[config.mk]
export PLATFORM = sky130hd
export DESIGN_NAME = axis_frame_receiver
export DESIGN_NICKNAME = d
export VERILOG_FILES = /design/src/rtl/axis_frame_receiver.sv
export SDC_FILE = /design/constraint.sdc
export NUM_CORES = 1
export LEC_CHECK = 0
export CORE_MARGIN = 3
export CORE_UTILIZATION = 56
export CTS_CLUSTER_DIAMETER = 100
export DETAILED_ROUTE_END_ITERATION = 12
export GPL_ROUTABILITY_DRIVEN = 0
export GPL_TIMING_DRIVEN = 0
export PLACE_DENSITY = 0.89
export SLEW_MARGIN = 20
export SYNTH_ARGS = -nofsm -noshare
export SYNTH_HDL_FRONTEND = slang
export SYNTH_SLANG_ARGS = --single-unit
export TNS_END_PERCENT = 20
[constraint.sdc]
create_clock -name aclk -period 6.2 [get_ports aclk]
set_input_delay 1.24 -clock aclk [delete_from_list [all_inputs] [get_ports aclk]]
set_output_delay 1.24 -clock aclk [all_outputs]
set_load 0.02 [all_outputs]
[src/rtl/axis_frame_receiver.sv]
// AXI-stream video receiver: 2-entry skid buffer, SOF/EOL framing tracker and registered pixel output.
// Optional saturating error counter (err_cnt / err_cnt_clr) is built when AXIS_ERR_CNT_EN is defined.
module axis_frame_receiver #(
  parameter int AXIS_DATA_WIDTH = 24,
  parameter int IMG_WIDTH       = 960,
  parameter int IMG_HEIGHT      = 540,
  parameter int COL_W           = (IMG_WIDTH  > 1) ? $clog2(IMG_WIDTH)  : 1,
  parameter int ROW_W           = (IMG_HEIGHT > 1) ? $clog2(IMG_HEIGHT) : 1
) (
  input  logic                         aclk,
  input  logic                         arst,
  input  logic                         s_axis_tvalid,
  output logic                         s_axis_tready,
  input  logic                         s_axis_tid,
  input  logic [AXIS_DATA_WIDTH-1:0]   s_axis_tdata,
  input  logic [AXIS_DATA_WIDTH/8-1:0] s_axis_tstrb,
  input  logic [AXIS_DATA_WIDTH/8-1:0] s_axis_tkeep,
  input  logic                         s_axis_tlast,
  input  logic                         s_axis_tdest,
  input  logic                         s_axis_user,
  output logic                         pix_valid,
  input  logic                         pix_ready,
  output logic [AXIS_DATA_WIDTH-1:0]   pix_data,
  output logic [COL_W-1:0]             pix_col,
  output logic [ROW_W-1:0]             pix_row,
  output logic                         pix_sof,
  output logic                         pix_eol,
  output logic                         pix_eof,
  output logic                         err_sof,
  output logic                         err_early_last,
  output logic                         err_late_last,
  output logic                         frame_done
`ifdef AXIS_ERR_CNT_EN
  ,
  input  logic                         err_cnt_clr,
  output logic [15:0]                  err_cnt
`endif
);

  localparam logic [0:0] S_WAIT_SOF = 1'b0;
  localparam logic [0:0] S_ACTIVE   = 1'b1;

  localparam logic [COL_W-1:0] LAST_COL = COL_W'(IMG_WIDTH - 1);
  localparam logic [ROW_W-1:0] LAST_ROW = ROW_W'(IMG_HEIGHT - 1);

  // Skid buffer storage and control
  logic [AXIS_DATA_WIDTH-1:0] r_fifo_data [2];
  logic [1:0]                 r_fifo_user;
  logic [1:0]                 r_fifo_last;
  logic                       r_wr_ptr;
  logic                       r_rd_ptr;
  logic [1:0]                 r_count;
  logic                       r_tready;

  // Framing state
  logic [0:0]       r_state;
  logic [COL_W-1:0] r_col;
  logic [ROW_W-1:0] r_row;
  logic             r_drop_run;

  // Output register
  logic                       r_pix_valid;
  logic [AXIS_DATA_WIDTH-1:0] r_pix_data;
  logic [COL_W-1:0]           r_pix_col;
  logic [ROW_W-1:0]           r_pix_row;
  logic                       r_pix_sof;
  logic                       r_pix_eol;
  logic                       r_pix_eof;
  logic                       r_err_sof;
  logic                       r_err_early;
  logic                       r_err_late;

  logic                       w_fifo_empty;
  logic                       w_in_fire;
  logic                       w_in_beat;
  logic                       w_src_valid;
  logic [AXIS_DATA_WIDTH-1:0] w_src_data;
  logic                       w_src_user;
  logic                       w_src_last;
  logic                       w_drop;
  logic                       w_out_can;
  logic                       w_consume;
  logic                       w_load;
  logic                       w_push;
  logic                       w_pop;
  logic [1:0]                 w_count_nxt;
  logic [COL_W-1:0]           w_cur_col;
  logic [ROW_W-1:0]           w_cur_row;
  logic                       w_last_col;
  logic                       w_line_end;
  logic                       w_eof;
  logic                       w_err_sof;
  logic                       w_unused_inputs;

  assign w_unused_inputs = ^{s_axis_tid, s_axis_tdest, s_axis_tstrb};

  assign w_fifo_empty = (r_count == 2'd0);
  assign w_in_fire    = s_axis_tvalid && r_tready;
  assign w_in_beat    = w_in_fire && (s_axis_tkeep != '0);

  // When the skid buffer is empty the incoming beat bypasses it for single-cycle latency.
  always_comb begin
    w_src_valid = 1'b0;
    w_src_data  = '0;
    w_src_user  = 1'b0;
    w_src_last  = 1'b0;
    if (w_fifo_empty) begin
      w_src_valid = w_in_beat;
      w_src_data  = s_axis_tdata;
      w_src_user  = s_axis_user;
      w_src_last  = s_axis_tlast;
    end else begin
      w_src_valid = 1'b1;
      w_src_data  = r_fifo_data[r_rd_ptr];
      w_src_user  = r_fifo_user[r_rd_ptr];
      w_src_last  = r_fifo_last[r_rd_ptr];
    end
  end

  assign w_drop    = (r_state == S_WAIT_SOF) && !w_src_user;
  assign w_out_can = !r_pix_valid || pix_ready;
  assign w_consume = w_src_valid && (w_drop || w_out_can);
  assign w_load    = w_consume && !w_drop;
  assign w_push    = w_in_beat && !(w_fifo_empty && w_consume);
  assign w_pop     = !w_fifo_empty && w_consume;

  always_comb begin
    w_count_nxt = r_count;
    if (w_push && !w_pop) begin
      w_count_nxt = r_count + 2'd1;
    end else if (!w_push && w_pop) begin
      w_count_nxt = r_count - 2'd1;
    end
  end

  // A start-of-frame beat always restarts the position at (0,0), even mid-frame.
  assign w_cur_col  = w_src_user ? '0 : r_col;
  assign w_cur_row  = w_src_user ? '0 : r_row;
  assign w_last_col = (w_cur_col == LAST_COL);
  assign w_line_end = w_src_last || w_last_col;
  assign w_eof      = w_line_end && (w_cur_row == LAST_ROW);
  assign w_err_sof  = (w_consume && w_drop && !r_drop_run) ||
                      (w_load && (r_state == S_ACTIVE) && w_src_user);

  always_ff @(posedge aclk) begin
    if (w_push) begin
      r_fifo_data[r_wr_ptr] <= s_axis_tdata;
    end
  end

  always_ff @(posedge aclk or posedge arst) begin
    if (arst) begin
      r_fifo_user <= '0;
      r_fifo_last <= '0;
      r_wr_ptr    <= 1'b0;
      r_rd_ptr    <= 1'b0;
      r_count     <= '0;
      r_tready    <= 1'b0;
    end else begin
      r_count  <= w_count_nxt;
      r_tready <= (w_count_nxt != 2'd2);
      if (w_push) begin
        r_fifo_user[r_wr_ptr] <= s_axis_user;
        r_fifo_last[r_wr_ptr] <= s_axis_tlast;
        r_wr_ptr              <= ~r_wr_ptr;
      end
      if (w_pop) begin
        r_rd_ptr <= ~r_rd_ptr;
      end
    end
  end

  always_ff @(posedge aclk or posedge arst) begin
    if (arst) begin
      r_state    <= S_WAIT_SOF;
      r_col      <= '0;
      r_row      <= '0;
      r_drop_run <= 1'b0;
    end else if (w_consume) begin
      if (w_drop) begin
        r_drop_run <= 1'b1;
      end else begin
        r_drop_run <= 1'b0;
        if (w_eof) begin
          r_state <= S_WAIT_SOF;
          r_col   <= '0;
          r_row   <= '0;
        end else if (w_line_end) begin
          r_state <= S_ACTIVE;
          r_col   <= '0;
          r_row   <= w_cur_row + ROW_W'(1);
        end else begin
          r_state <= S_ACTIVE;
          r_col   <= w_cur_col + COL_W'(1);
          r_row   <= w_cur_row;
        end
      end
    end
  end

  always_ff @(posedge aclk or posedge arst) begin
    if (arst) begin
      r_pix_valid <= 1'b0;
      r_pix_data  <= '0;
      r_pix_col   <= '0;
      r_pix_row   <= '0;
      r_pix_sof   <= 1'b0;
      r_pix_eol   <= 1'b0;
      r_pix_eof   <= 1'b0;
      r_err_sof   <= 1'b0;
      r_err_early <= 1'b0;
      r_err_late  <= 1'b0;
    end else begin
      r_err_sof   <= w_err_sof;
      r_err_early <= w_load && w_src_last && !w_last_col;
      r_err_late  <= w_load && w_last_col && !w_src_last;
      if (w_load) begin
        r_pix_valid <= 1'b1;
        r_pix_data  <= w_src_data;
        r_pix_col   <= w_cur_col;
        r_pix_row   <= w_cur_row;
        r_pix_sof   <= w_src_user;
        r_pix_eol   <= w_line_end;
        r_pix_eof   <= w_eof;
      end else if (pix_ready) begin
        r_pix_valid <= 1'b0;
      end
    end
  end

`ifdef AXIS_ERR_CNT_EN
  logic [15:0] r_err_cnt;
  logic [1:0]  w_err_inc;
  logic [16:0] w_err_sum;

  assign w_err_inc = 2'(r_err_sof) + 2'(r_err_early) + 2'(r_err_late);
  assign w_err_sum = {1'b0, r_err_cnt} + 17'(w_err_inc);

  always_ff @(posedge aclk or posedge arst) begin
    if (arst) begin
      r_err_cnt <= '0;
    end else if (err_cnt_clr) begin
      r_err_cnt <= '0;
    end else if (w_err_sum[16]) begin
      r_err_cnt <= '1;
    end else begin
      r_err_cnt <= w_err_sum[15:0];
    end
  end

  assign err_cnt = r_err_cnt;
`endif

  assign s_axis_tready  = r_tready;
  assign pix_valid      = r_pix_valid;
  assign pix_data       = r_pix_data;
  assign pix_col        = r_pix_col;
  assign pix_row        = r_pix_row;
  assign pix_sof        = r_pix_sof;
  assign pix_eol        = r_pix_eol;
  assign pix_eof        = r_pix_eof;
  assign err_sof        = r_err_sof;
  assign err_early_last = r_err_early;
  assign err_late_last  = r_err_late;
  assign frame_done     = r_pix_valid && pix_ready && r_pix_eof;

endmodule
==> results.md <==
- Total core area: 9459 um2
- Fin crit share: 0.6609
- # diodes: 0
- Required @ worst endpoint: 6.66 ns
- Initial DRC count: approximately 420
- Synthesized area per cell: 11.34 um2
- Synth warnings: 0
- Syn Std Cell Area: 5593 um2
- Slew HR: 0.3294
- Final Hold Violating Endpoints: 0
- Max rail drop VDD: 0.0002962 V
- First-pass iteration count of the detailed router: 5
- Htree depth: 4
- P_leak: slightly below 0.003 uW
- Worst hold path type: register to register
- Syn Nets: roughly 530
- CP max-delay cell: or4_4
- CTS tree: yes
- # hold bufs at CTS: 0
- Final Max Slew Viols: 0
- Final core utilization: 0.7639
- Fill count: 569
- R2R Setup Slk: 2.51 ns
- Worst setup endpoint: r_row[8]
- Worst Setup SP: s_axis_user
- Worst setup SP type: input pin
- CP max FO: 10
- Status: finished, final reports clean
- Worst R2R Path Depth: 11
- Netlist cell types: 57
- Post-CTS Setup Bufs: 0
- Post-DP HPWL: about 9000 um
- Antenna violations before repair: 0
- Die Wd: 105.9 um
- Measured slew at the worst slew-check pin: 1.005 ns
- R2R Path End: r_row[8]
- Site Rows: 35
- Worst skew pair latency: 0.54 ns
- Ports: 91
- Die area: 11220 um2
- Async SR Flop Fraction: 0.6308
- EDFF count, synth: 48
- Sum Neg Setup Slack: 0 ns
- Max cap viols: 0
- Final ANT Viol Nets: 0
- First-pass GRT wire length: 24730 um
- Gr ovfl total: 0
- Layout cells sized above 1: 0.1078
- Commonest non-fill, non-tap cells in the layout: nand2_1 (85), clkdlybuf4s50_1 (85), dfrtp_1 (82)
- Synth area leaders: dfrtp_1 (37%), edfxtp_1 (26%), nand2_1 (5.7%)
- Sink Count: 130
- IO buf count: 85
- Clock Pin Slew Worst Setup and Hold Paths: about 0.060 ns
- Final Critical Period: 4.098 ns
- P per Cell Area: 511.7 nW/um2
- Vias after detailed routing: 4617
- Mapped Cells: 493
- Die Y: roughly 110 um
- Tot GR Track Use: 0.2831
- Kind of critical path: input pin to register
- Layout area overhead: 29.19%
- Synth area leader: dfrtp_1
- Top cell type's share of synthesized area: 0.3669
- Maximum clock rate: 244.0 MHz
- Number of buffers created by CTS: 17
- Setup-failing EPs final: 0
- Unrepaired setup endpoints after global routing: no
- Max Buffers Root-to-Sink: 2
- Nets: 640
- Clk_skew: around 0.013 ns
- Initial Util: 0.5913
- Final WL: approximately 15000 um
- Primary FF master, synth: dfrtp_1
- Crit path cell chain: clkdlybuf4s50_1 -> mux2i_4 -> and2_1 -> ha_1 -> nand3_2 -> or4_4 -> o21ai_4 -> nand2_1 -> or4_1 -> o21ai_1
- CP max stage delay: 0.61 ns
- #FFs+latches synth: 130
- Residual DRC count: 0
- Setup crit end kind: register
- Post-DR vias/cell: 6.231
- Wirelength per Cell: 20.51 um
- Vias in the first global route: 4845
- Pin count of the biggest net entering global routing: 47
- Post-CTS resize count: 0
- Post-synthesis sequential area ratio: 0.6246
- Root Driver: clkbuf_8
- FF-to-FF Start: r_count[0]
- CP arrival: 4.56 ns
[cells in the mapped netlist, types with 3 or more instances]
cell and number:
nand2_1 85, dfrtp_1 82, o21ai_0 51, edfxtp_1 48, nor2_1 33, a21oi_1 31
mux2i_1 25, clkbuf_1 16, inv_1 11, nand3_1 11, mux2_2 10, o31ai_1 9
buf_2 6, and2_1 5, nand4_1 5, and3_1 4, a31oi_1 3, ha_1 3
nand2b_1 3, nor3_1 3, o311ai_0 3, or3_1 3, xnor2_1 3
[flip-flops by register name, indices dropped and copies added, names as in the netlist]
register and cells:
r_drop_run 1, r_row 10, pix_eol 1, r_fifo_last 2, pix_row 10, pix_sof 1
err_early_last 1, pix_eof 1, r_fifo_data 48, pix_valid 1, pix_data 24, r_col 10
r_rd_ptr 1, pix_col 10, r_wr_ptr 1, err_sof 1, r_fifo_user 2, r_state 1
r_count 2, err_late_last 1, s_axis_tready 1
[critical path, delay by kind of cell]
kind	cells	cell delay [ns]
AO/OA/AOI/OAI	2	0.42
multiplexers	1	0.42
AND/OR/NAND/NOR	5	1.70
adder cells (fa/ha/maj)	1	0.23
buffers and inverters	1	0.53
[layer usage]
metal  share of wire  global-route usage  vias to the layer above
met1            0.37              0.3418                     2284
li1                -                   -                     1980
met5               0                   0                        -
met4           0.036              0.1388                        0
met2            0.51              0.4882                      292
met3           0.081             0.05464                       61
[how the worst min path moves through the flow]
stage               start          to  depth (start not counted)
2_1_floorplan    r_col[0]    r_col[0]                          2
3_3_place_gp   pix_row[2]  pix_row[2]                          2
3_5_place_dp   pix_row[2]  pix_row[2]                          2
4_1_cts        pix_row[2]  pix_row[2]                          2
5_1_grt        pix_row[2]  pix_row[2]                          2
6_report       pix_row[2]  pix_row[2]                          2
[area by class of cell]
cell class              count  area (um2)  area share
flip-flops and latches    130        3493      0.4835
clock inverters            15       148.9     0.02061
well taps                 129       161.4     0.02234
plain buffers              25       116.4     0.01610
multi-input cells         327        1949      0.2698
clock buffers              17       414.1     0.05732
inverters                  11       43.79    0.006061
repair buffers             87       898.4      0.1243
[kinds of logic (layout without fill, tap and decap cells)]
kind of cell,Yosys count,in the layout,share of synthesized area
and+or+nand+nor,170,170,0.1403
DFF,130,130,0.6246
AOI/OAI and AO/OA,113,113,0.1199
muxes,38,38,0.07561
buffers and inverters,36,155,0.02819
adders and majority gates,3,3,0.006712
xor gates and xnor gates,3,3,0.004699
[metrics by stage]
step                total power, uW  instance area, um2  std cells  hold WS (ns)  setup slack [ns]
global route                   3862                7226        741        0.4947             1.971
finish                         3697                7226        741        0.4760             2.102
floorplan                      2136                5593        493        0.4536             2.677
global placement               2597                6605        707        0.4586             1.555
CTS                            3680                7226        741        0.4799             2.177
detailed placement             2681                6663        709        0.4584             1.686
[power breakdown]
group	switching, uW	total, uW	internal [uW]
combinational	937	1510	570
clock	410	953	543
sequential	117	1240	1120
No activity file was read; power rests on OpenSTA's default activity.
